===== src/rtl/ddsm_word_scheduler.sv =====
// ============================================================================
// Module   : ddsm_word_scheduler
// Brief    : Buffers one fractional word and applies its four segments
//            coherently, then holds off further updates until the skewed
//            DDSM input pipeline has settled.
// Revision : 1.0
// ============================================================================
`default_nettype none

module ddsm_word_scheduler #(
    parameter int P_INPUT_WIDTH   = 6,
    parameter int P_SETTLE_CYCLES = 8
) (
    input  logic                       i_clk,
    input  logic                       i_rst,
    input  logic [4*P_INPUT_WIDTH-1:0] i_word,
    input  logic                       i_word_valid,
    output logic                       o_word_ready,
    input  logic                       i_freeze,
    output logic [P_INPUT_WIDTH-1:0]   o_msb,
    output logic [P_INPUT_WIDTH-1:0]   o_isb1,
    output logic [P_INPUT_WIDTH-1:0]   o_isb2,
    output logic [P_INPUT_WIDTH-1:0]   o_lsb,
    output logic                       o_update,
    output logic                       o_settled,
    output logic                       o_busy
);

    localparam int c_W          = P_INPUT_WIDTH;
    localparam int c_SETTLE_LEN = 4 + P_SETTLE_CYCLES;
    localparam int c_CNT_W      = $clog2(c_SETTLE_LEN + 1);
    localparam logic [c_CNT_W-1:0] c_CNT_LOAD = c_CNT_W'(c_SETTLE_LEN - 1);

    typedef enum logic [0:0] {
        ST_IDLE   = 1'b0,
        ST_SETTLE = 1'b1
    } state_t;

    state_t               r_state;
    logic [c_CNT_W-1:0]   r_cnt;
    logic                 r_pend_vld;
    logic [4*c_W-1:0]     r_pend_word;
    logic [c_W-1:0]       r_msb;
    logic [c_W-1:0]       r_isb1;
    logic [c_W-1:0]       r_isb2;
    logic [c_W-1:0]       r_lsb;
    logic                 r_update;
    logic                 r_settled;
    logic                 r_busy;

    logic                 w_accept;
    logic                 w_apply;
    logic                 w_finish;
    logic                 w_busy_nxt;

    assign o_word_ready = ~r_pend_vld & ~i_rst;
    assign w_accept     = i_word_valid & o_word_ready;
    assign w_apply      = (r_state == ST_IDLE) & r_pend_vld & ~i_freeze;
    assign w_finish     = (r_state == ST_SETTLE) & ~i_freeze & (r_cnt == '0);

    // Busy mirrors the post-edge state: settling, or a word still waiting.
    assign w_busy_nxt = w_apply
                      | ((r_state == ST_SETTLE) & ~w_finish)
                      | (r_pend_vld & ~w_apply)
                      | w_accept;

    always_ff @(posedge i_clk) begin
        if (i_rst) begin
            r_state     <= ST_IDLE;
            r_cnt       <= '0;
            r_pend_vld  <= 1'b0;
            r_pend_word <= '0;
            r_msb       <= '0;
            r_isb1      <= '0;
            r_isb2      <= '0;
            r_lsb       <= '0;
            r_update    <= 1'b0;
            r_settled   <= 1'b0;
            r_busy      <= 1'b0;
        end else begin
            r_update  <= 1'b0;
            r_settled <= 1'b0;
            r_busy    <= w_busy_nxt;

            if (w_accept) begin
                r_pend_word <= i_word;
                r_pend_vld  <= 1'b1;
            end

            case (r_state)
                ST_IDLE: begin
                    if (w_apply) begin
                        r_msb      <= r_pend_word[4*c_W-1:3*c_W];
                        r_isb1     <= r_pend_word[3*c_W-1:2*c_W];
                        r_isb2     <= r_pend_word[2*c_W-1:c_W];
                        r_lsb      <= r_pend_word[c_W-1:0];
                        r_pend_vld <= 1'b0;
                        r_update   <= 1'b1;
                        r_cnt      <= c_CNT_LOAD;
                        r_state    <= ST_SETTLE;
                    end
                end
                ST_SETTLE: begin
                    if (!i_freeze) begin
                        if (r_cnt != '0) begin
                            r_cnt <= r_cnt - c_CNT_W'(1);
                        end else begin
                            r_state   <= ST_IDLE;
                            r_settled <= 1'b1;
                        end
                    end
                end
                default: r_state <= ST_IDLE;
            endcase
        end
    end

    assign o_msb     = r_msb;
    assign o_isb1    = r_isb1;
    assign o_isb2    = r_isb2;
    assign o_lsb     = r_lsb;
    assign o_update  = r_update;
    assign o_settled = r_settled;
    assign o_busy    = r_busy;

endmodule

`default_nettype wire

===== config.mk =====
export PLATFORM = sky130hd
export DESIGN_NAME = ddsm_word_scheduler
export DESIGN_NICKNAME = d
export VERILOG_FILES = /design/src/rtl/ddsm_word_scheduler.sv
export SDC_FILE = /design/constraint.sdc
export NUM_CORES = 1
export LEC_CHECK = 0
export CORE_ASPECT_RATIO = 1.25
export CORE_MARGIN = 5
export CORE_UTILIZATION = 47
export CTS_CLUSTER_DIAMETER = 150
export CTS_CLUSTER_SIZE = 25
export DETAILED_ROUTE_END_ITERATION = 8
export PLACE_DENSITY = 0.78
export SLEW_MARGIN = 0
export SYNTH_ARGS = -nofsm -noshare
export SYNTH_HDL_FRONTEND = slang
export SYNTH_SLANG_ARGS = --single-unit

===== constraint.sdc =====
create_clock -name i_clk -period 2.1 [get_ports i_clk]
set_clock_uncertainty 0.15 [all_clocks]
set_input_delay 0.42 -clock i_clk [delete_from_list [all_inputs] [get_ports i_clk]]
set_output_delay 0.42 -clock i_clk [all_outputs]
set_load 0.02 [all_outputs]

==> results.py <==
metrics = {
    "setup_path": {
        "crit_cells": 1,
        "end_kind": "output port",
        "crit_buf_inv": 1,
        "cp_max_fo": 2,
        "path_cells": "clkdlybuf4s50_1",
        "cp.arrival_ns": 1.31,
        "worst_path_max_delay_cell": "clkdlybuf4s50_1",
        "crit_required_ns": 1.53,
        "worstSetupStartpoint": "o_isb1[1]",
        "crit_end": "o_isb1[1]",
        "max_stage_delay_ns": 0.63,
        "critPathLaunchType": "flip-flop",
        "crit_type": "flip-flop to output port",
        "critPathTopFamily": "buffers and inverters",
        "r2r_cells": 5,
        "rrSetupSlack_ns": 0.36,
        "r2r_start": "r_cnt[0]",
        "rr_endpoint": "o_busy",
    },
    "clock_tree": {
        "clock-sinks": 57,
        "htreeDepth": 3,
        "postCtsSetupBuffers": 0,
        "clockRootBuffer": "clkbuf_8",
        "cts_buffers": 9,
        "clock_path_buffers": 2,
        "cts_tree": "done",
        "path_clk_slew_ns": 0.06,
        "insertion_delay_ns": 0.32,
    },
    "detailed_routing": {
        "wl_per_cell_um": 13.58,
        "vias_per_cell": 4.997,
        "drc": 0,
        "drt_iter0_markers": 56,
        "num_vias": 1599,
        "totalWireLength_mm": 4.344,
        "drt_pass1_iterations": 4,
        "final_antenna_net_count": 0,
    },
    "job": {
        "cap_violations": 0,
    },
    "layout": {
        "seqCellArea_mm2": 0.001141,
        "final_common_cell": "dfxtp_1",
        "area_growth_pct": 40.93,
        "layout.cells.non_filler": 320,
        "mostFrequentLayoutCells": "dfxtp_1 (57), clkdlybuf4s50_1 (54), o21ai_0 (25), nand2b_1 (25), nand2_1 (24)",
        "post_route_cells_drive_above_1_share_pct": 13.26,
        "diodes": 0,
        "fin_area_mm2": 0.002887,
        "multi_input_area_um2": 820.8,
        "n_fill_cell": 352,
        "nets": 288,
    },
    "pwr": {
        "max-vdd-ir-drop_mv": 0.5213,
        "power.density_mw_per_mm2": 850.2,
        "power.leakage_nw": 1.085,
    },
    "sta": {
        "finalCritPeriodShare_pct": 89.34,
        "holdWs_ns": 0.3179,
        "tns_ns": 0,
        "slew_headroom_pct": 75.57,
        "drv_slew": 0,
        "fmax_mhz": 533.0,
        "rsz0062_at_grt": "no",
        "hold_viol": 0,
        "setup_ws_ns": 0.2238,
        "fin_crit_ns": 1.876,
        "tightest_slew_ns": 0.3657,
        "setup_viol": 0,
    },
    "logic_synthesis": {
        "synth-warning-count": 0,
        "syn_avg_cell_area_um2": 10.29,
        "synth_area_leaders": "dfxtp_1 (56%), nand2b_1 (7.6%), a22o_1 (6.8%)",
        "ys_types": 30,
        "ys_ff_latch": 57,
        "synth_top_area_share_pct": 55.71,
        "synth_nets": 228,
        "yosysSeqAreaShare_pct": 55.71,
        "synth_largest_area_cell": "dfxtp_1",
        "synthCells": 199,
        "syn_area_mm2": 0.002048,
    },
    "global_routing": {
        "overflow": 0,
        "antenna_found_initial": 0,
        "grt_max_degree": 31,
        "grt_pass1_vias": 1569,
        "grt.total_usage_pct": 15.92,
        "grt_pass1_wl_mm": 7.320,
    },
    "floorplanning": {
        "initial_utilization_pct": 49.19,
        "die_w_um": 69.05,
        "rows": 26,
        "core_region_area_mm2": 0.004164,
        "chipHeight_um": 83.81,
        "die_area_mm2": 0.005786,
        "num_io_pins": 56,
    },
    "placed_design": {
        "placed_cell_area_mm2": 0.002680,
        "pre_cts_ws_ns": -0.01260,
        "dpl.cell_count": 304,
        "port_buffers": 55,
        "detailed_place_hpwl_mm": 2.930,
        "globalplace.congestion": 0.7430,
    },
    "min_path": {
        "min_path_type": "flip-flop to flip-flop",
    },
    "run_status": {
        "status": "complete, no violations",
    },
}
Yosys cell counts:
master / number
dfxtp_1: 57
nand2b_1: 25
o21ai_0: 25
nand2_1: 24
a22o_1: 16
a22o_2: 8
a21oi_1: 5
clkbuf_1: 5
buf_2: 4
nor2_1: 3
nor3_1: 3
a311oi_1: 2
buf_8: 2
inv_1: 2
nor2b_1: 2
nor3b_1: 2
a31oi_1: 1
and4_1: 1
buf_4: 1
buf_6: 1
ha_1: 1
nor2_8: 1
nor3b_2: 1
nor4bb_1: 1
o21ai_1: 1
o21ba_2: 1
o31ai_1: 1
or3b_2: 1
or3b_4: 1
or4bb_1: 1
cells by family (layout without fill, tap and decap cells):
| kind of cell | Yosys count | in the layout | synth area share [%] |
|---|---|---|---|
| DFF | 57 | 57 | 55.71 |
| and+or+nand+nor | 66 | 66 | 18.69 |
| adders and majority gates | 1 | 1 | 0.6108 |
| AOI/OAI and AO/OA | 60 | 60 | 20.34 |
| buffers and inverters | 15 | 80 | 4.643 |
worst min path at each step:
stage / from / slack (ns) / depth (start not counted) / endpoint
after floorplan: r_pend_word[4] / 0.29 / 2 / r_pend_word[4]
after global placement: r_pend_word[8] / 0.30 / 1 / o_isb2[2]
after detailed placement: r_pend_word[15] / 0.30 / 1 / o_isb1[3]
after CTS: r_pend_word[9] / 0.32 / 1 / o_isb2[3]
after global routing: r_pend_word[14] / 0.33 / 1 / o_isb1[2]
final: r_pend_word[14] / 0.32 / 1 / o_isb1[2]
final cells by class:
class | instances | share of cell area [%]
flip-flops and latches | 57 | 39.53
multi-input cells | 127 | 28.44
repair buffers | 62 | 22.15
clock buffers | 14 | 5.982
well taps | 56 | 2.427
clock inverters | 2 | 1.214
inverters | 2 | 0.2601
sequential cells by signal, summed over array words and instances (netlist names):
signal / cells
o_settled: 1
o_update: 1
r_pend_word: 24
r_pend_vld: 1
o_busy: 1
o_lsb: 6
o_isb1: 6
o_msb: 6
r_cnt: 4
r_state: 1
o_isb2: 6
routing by layer:
metal  GRT usage (%)  wire [µm]  vias up
li1                -          -      817
met1           17.23       1841      739
met2           27.43       2226       35
met3           4.217        177        8
met4           9.591         99        0
met5               0          0        -
repair_timing:
| action | CTS | global route |
|---|---|---|
| gates resized for setup | 1 | 0 |
| hold buffers | 0 | 0 |
| endpoints found under the setup margin | 1 | 0 |
metrics by stage:
| step | utilization [%] | total power [mW] |
|---|---|---|
| after floorplan | - | 1.315 |
| after global routing | 69.32 | 2.562 |
| final | 69.32 | 2.454 |
| after detailed placement | 64.36 | 1.435 |
| after global placement | 64.36 | 1.430 |
| after CTS | 69.32 | 2.477 |
report_power, final:
group | internal [mW] | switching [mW] | total [mW]
combinational | 0.134 | 0.107 | 0.241
sequential | 1.13 | 0.0334 | 1.17
clock | 0.644 | 0.401 | 1.04
total | 1.91 | 0.541 | 2.45
Power figures use the tool's default switching activity.
==> edit 1, RTL diff (same flow settings) <==
Register the output `o_settled` once more, cleared by the reset; this adds one clock of latency there. The other outputs are not delayed to match.
--- a/src/rtl/ddsm_word_scheduler.sv
+++ b/src/rtl/ddsm_word_scheduler.sv
@@ -122,3 +122,9 @@
     assign o_update  = r_update;
-    assign o_settled = r_settled;
+    always_ff @(posedge i_clk) begin
+        if (i_rst) begin
+            o_settled <= '0;
+        end else begin
+            o_settled <= r_settled;
+        end
+    end
     assign o_busy    = r_busy;
Behaviour: same outputs for any inputs over 10 cycles, from zero or initial values and one cycle with i_rst high; that may be too few to reach the edited logic, so the function may still have changed.
==> edit 1 against the unedited design <==
Via count rose by 1.8%; first-iteration DRC count rose by 110%; power fell by 1.7%; final area fell by 0.82%; utilization fell by 3.6 points; sequential cell count rose by 1; routed wire length fell by 1.6%; cell count rose by 0.63%; worst setup slack got worse by 0.082 ns; synthesized area rose by 1.3%.
==> edit 1: results (changes against the unedited design) <==
| Metric | Value |
|---|---|
| Largest cells by area after synthesis | `dfxtp_1 56%, nand2b_1 7.5%, a22o_1 6.8% (was dfxtp_1 56%, nand2b_1 7.6%, a22o_1 6.8%)` |
| Pwr dens | `842 nW/um^2 (was 850 nW/um^2)` |
| Placed insts | `306 (was 304)` |
| Fmax | `0.511 GHz (was 0.533 GHz)` |
| Detailed placement HPWL | `2930 um (about the same)` |
| Status | `completed (unchanged)` |
| Vias post-DR | `1628 (was 1599)` |
| Post-Syn Nets | `230 (was 228)` |
| Wire length on met2 | `2020 um (was 2230 um)` |
| First-pass GRT wire length | `7310 um (was 7320 um)` |
| Share of layout cells above drive strength 1 | `12.9% (was 13.3%)` |
| DR iter-0 viols | `118 (was 56)` |
| Vias per cell | `5.06 (was 5.00)` |
| Hold Slack | `0.292 ns (was 0.318 ns)` |
| GR Util met1 | `17.6% (was 17.2%)` |
| Worst Path Arrival | `1.39 ns (was 1.31 ns)` |
| Largest stage delay, worst path | `0.50 ns (was 0.63 ns)` |
| Power share of the combinational group | `9.6% (was 9.8%)` |
| GP Congestion | `0.755 (was 0.743)` |
| Clk power | `993 uW (was 1040 uW)` |
| Setup crit start | `i_rst (was o_isb1[1])` |
| Hold endpoint | `o_settled (was o_isb1[2])` |
| Critical Path Start Type | `primary input (was flip-flop)` |
| R2R Setup Slk | `0.24 ns (was 0.36 ns)` |
| GR met3 Demand/Resource | `5.03% (was 4.22%)` |
| Routed WL per cell | `13.3 um (was 13.6 um)` |
| Worst Reg-to-Reg Cells | `3 (was 5)` |
| Peak supply drop | `463 uV (was 521 uV)` |
| Worst slack, placed | `-0.150 ns (was -0.0126 ns)` |
| Pin count of the biggest net entering global routing | `35 (was 31)` |
| Clk_lat worst skew | `0.32 ns (about the same)` |
| GRT met2 Usage | `25.9% (was 27.4%)` |
| Reg-to-Reg End | `o_isb1[5] (was o_busy)` |
| Post-synthesis sequential area ratio | `56.0% (was 55.7%)` |
| P_leak | `0.00107 uW (was 0.00109 uW)` |
| Most frequent cells after synthesis | `58 x dfxtp_1, 25 x nand2b_1, 25 x o21ai_0, 24 x nand2_1, 16 x a22o_1 (was 57 x dfxtp_1, 25 x nand2b_1, 25 x o21ai_0, 24 x nand2_1, 16 x a22o_1)` |
| Avg Synthesized Cell Area | `10.3 sq um (about the same)` |
| R2R Path Start | `r_state (was r_cnt[0])` |
## edit 1: cell types whose count changed after synthesis, sizes merged
cell	unedited run	this run
dfxtp	57	58
nor2b	2	3
## edit 1: logic make-up (layout without fill, tap and decap cells)
kind of cell	count (synthesis)	in the layout	share of synthesized area [%]
flip-flops	58	58	56.0
adder cells (fa/ha/maj)	1	1	0.603
AO/OA/AOI/OAI	60	60	20.1
buffers and inverters	15	78	4.58
AND/OR/NAND/NOR	67	67	18.8
## edit 1: area by class of cell
type | instances | area, sq um
multi-input combinational | 128 | 827
timing repair buffer | 60 | 599
inverter | 2 | 7.51
fill | 344 | 1500
clock inverter | 5 | 53.8
tap | 58 | 72.6
clock buffer | 11 | 141
sequential | 58 | 1160
## edit 1: worst register-to-register path: cells and delay by family, from the launching register on
family           cells  cell delay [ns]
AO/OA/AOI/OAI        1             0.29
AND/OR/NAND/NOR      2             0.90
flip-flops           1             0.46
==> edit 2, RTL diff (same flow settings) <==
Without the edit above. `P_INPUT_WIDTH`: 6 -> 3.
--- a/src/rtl/ddsm_word_scheduler.sv
+++ b/src/rtl/ddsm_word_scheduler.sv
@@ -10,3 +10,3 @@
 module ddsm_word_scheduler #(
-    parameter int P_INPUT_WIDTH   = 6,
+    parameter int P_INPUT_WIDTH   = 3,
     parameter int P_SETTLE_CYCLES = 8
Ports: changed (5 resized); port bits go from 56 to 32. The function was not compared with the original's and may differ.
==> edit 2 against the unedited design <==
Final area fell by 44%; sequential power decreased by 42%; routed wire length down 42%; synthesized area is 41% lower; power shrank 53%; synthesized cell count shrank 26%; register-to-register slack better by 0.24 ns; worst setup slack improved by 0.0077 ns; critical path depth is 2 higher; cell count shrank 33%; count of clock-buffer cells in the layout fell by 7; sequential cell count shrank 24.
==> edit 2: results (changes against the unedited design) <==
| Metric | Value |
|---|---|
| Status | `completed (unchanged)` |
| Peak supply drop | `560 uV (was 521 uV)` |
| Clk_lat worst skew | `0.32 ns (about the same)` |
| DR pass1 iterations | `4 (unchanged)` |
| Share of layout cells above drive strength 1 | `7.14% (was 13.3%)` |
| Mapped Cells | `147 (was 199)` |
| R2R Setup Slk | `0.60 ns (was 0.36 ns)` |
| Pin count of the biggest net entering global routing | `25 (was 31)` |
| Async SR Flop Fraction | `0% (unchanged)` |
| CTS Root Cell | `clkbuf_4 (was clkbuf_8)` |
| Clock Path Buffers | `2 (unchanged)` |
| Clk slew on worst S/H paths | `0.09 ns (was 0.06 ns)` |
| Port Buffers | `31 (was 55)` |
| CP max stage cell | `clkdlybuf4s50_1 (unchanged)` |
| Largest cells by area after synthesis | `dfxtp_1 55%, nand2_1 15%, a21oi_1 6.2% (was dfxtp_1 56%, nand2b_1 7.6%, a22o_1 6.8%)` |
| CTS Buf Count | `5 (was 9)` |
| Worst relative slew slack | `67.0% (was 75.6%)` |
| HP Class | `reg2reg (unchanged)` |
| Final WL | `2520 um (was 4340 um)` |
| Biggest regs | `r_pend_word x12, r_cnt x4` |
| Routed WL per cell | `11.7 um (was 13.6 um)` |
| Hold Slack | `0.303 ns (was 0.318 ns)` |
| Most used DFF post-synth | `dfxtp_1 (unchanged)` |
| Post-route clock period utilization | `89.0% (was 89.3%)` |
| Unique masters post-synth | `23 (was 30)` |
| Worst slack, placed | `-0.0600 ns (was -0.0126 ns)` |
| Largest stage delay, worst path | `0.42 ns (was 0.63 ns)` |
| Fill count | `240 (was 352)` |
| Yosys warns | `0 (unchanged)` |
| Vias in the first global route | `958 (was 1569)` |
| GRT Total Usage | `14.6% (was 15.9%)` |
| Vias post-DR | `1053 (was 1599)` |
| Worst Path Arrival | `1.30 ns` |
| Post-synthesis sequential area ratio | `54.6% (was 55.7%)` |
| Post-Syn Nets | `164 (was 228)` |
| H-tree depth | `2 (was 3)` |
| CP max FO | `2 (unchanged)` |
| P_leak | `0.000578 uW (was 0.00109 uW)` |
| Final nets | `199 (was 288)` |
| CP delay by family, top | `buffers and inverters (unchanged)` |
| Antenna cells | `0 (unchanged)` |
| DR iter-0 viols | `15 (was 56)` |
| Detailed placement HPWL | `1830 um (was 2930 um)` |
| First-pass GRT wire length | `4130 um (was 7320 um)` |
| GP Congestion | `0.763 (was 0.743)` |
| Placed insts | `208 (was 304)` |
| Initial antenna violation count | `0 (unchanged)` |
| Dpl cell area | `1550 sq um (was 2680 sq um)` |
| Most frequent cells after synthesis | `49 x nand2_1, 33 x dfxtp_1, 15 x a21oi_1, 15 x o21ai_0 (was 57 x dfxtp_1, 25 x nand2b_1, 25 x o21ai_0, 24 x nand2_1, 16 x a22o_1)` |
==> edit 2: cell types whose count changed after synthesis, sizes merged, moves of 2 or more <==
cell	unedited run	this run
buf	8	6
nor3	3	5
a211oi	0	2
clkbuf	5	2
o21ai	26	15
a311oi	2	0
a21oi	5	16
dfxtp	57	33
a22o	24	0
nor3b	3	1
inv	2	4
nand2	24	49
nand2b	25	1
==> edit 2: worst paths after layout <==
kind,cells past startpoint,to,startpoint
worst min-delay path,2,o_msb[2],r_pend_word[11]
worst max-delay path,3,o_word_ready,i_rst
worst min register to register,2,o_msb[2],r_pend_word[11]
worst max register to register,3,o_lsb[2],r_pend_vld
==> edit 2: power by group <==
part | internal (uW) | switching [uW] | total (uW)
registers | 657 | 17.9 | 675
logic | 69.3 | 71.8 | 141
clock network | 158 | 188 | 346
total | 884 | 278 | 1160
==> edit 2: timing repair <==
item                       4_1_cts  5_1_grt
hold buffers                     0        0
setup buffers                    0        0
setup endpoints to repair        1        0
gates resized for setup          1        0
==> edit 2: layout make-up <==
| type | count | area (sq um) | share of cell area, % |
|---|---|---|---|
| Sequential cell | 33 | 661 | 41.2 |
| Inverter | 4 | 15.0 | 0.936 |
| Clock buffer | 7 | 55.1 | 3.43 |
| Multi-Input combinational cell | 102 | 485 | 30.3 |
| Tap cell | 33 | 41.3 | 2.57 |
| Timing Repair Buffer | 36 | 347 | 21.6 |
==> edit 2: cell families after synthesis <==
logic type	Yosys count	synth area share, %
and+or+nand+nor	66	23.4
adders and majority gates	1	1.03
buffers and inverters	12	5.27
DFF	33	54.6
AOI/OAI and AO/OA	35	15.7
==> edit 2: per-layer routing <==
layer	share of wire (%)	GRT usage (%)	wire, um
met1	42	14.9	1070
met5	0	0	0
met3	5.1	6.78	128
met4	1.7	6.38	42
met2	51	25.4	1280
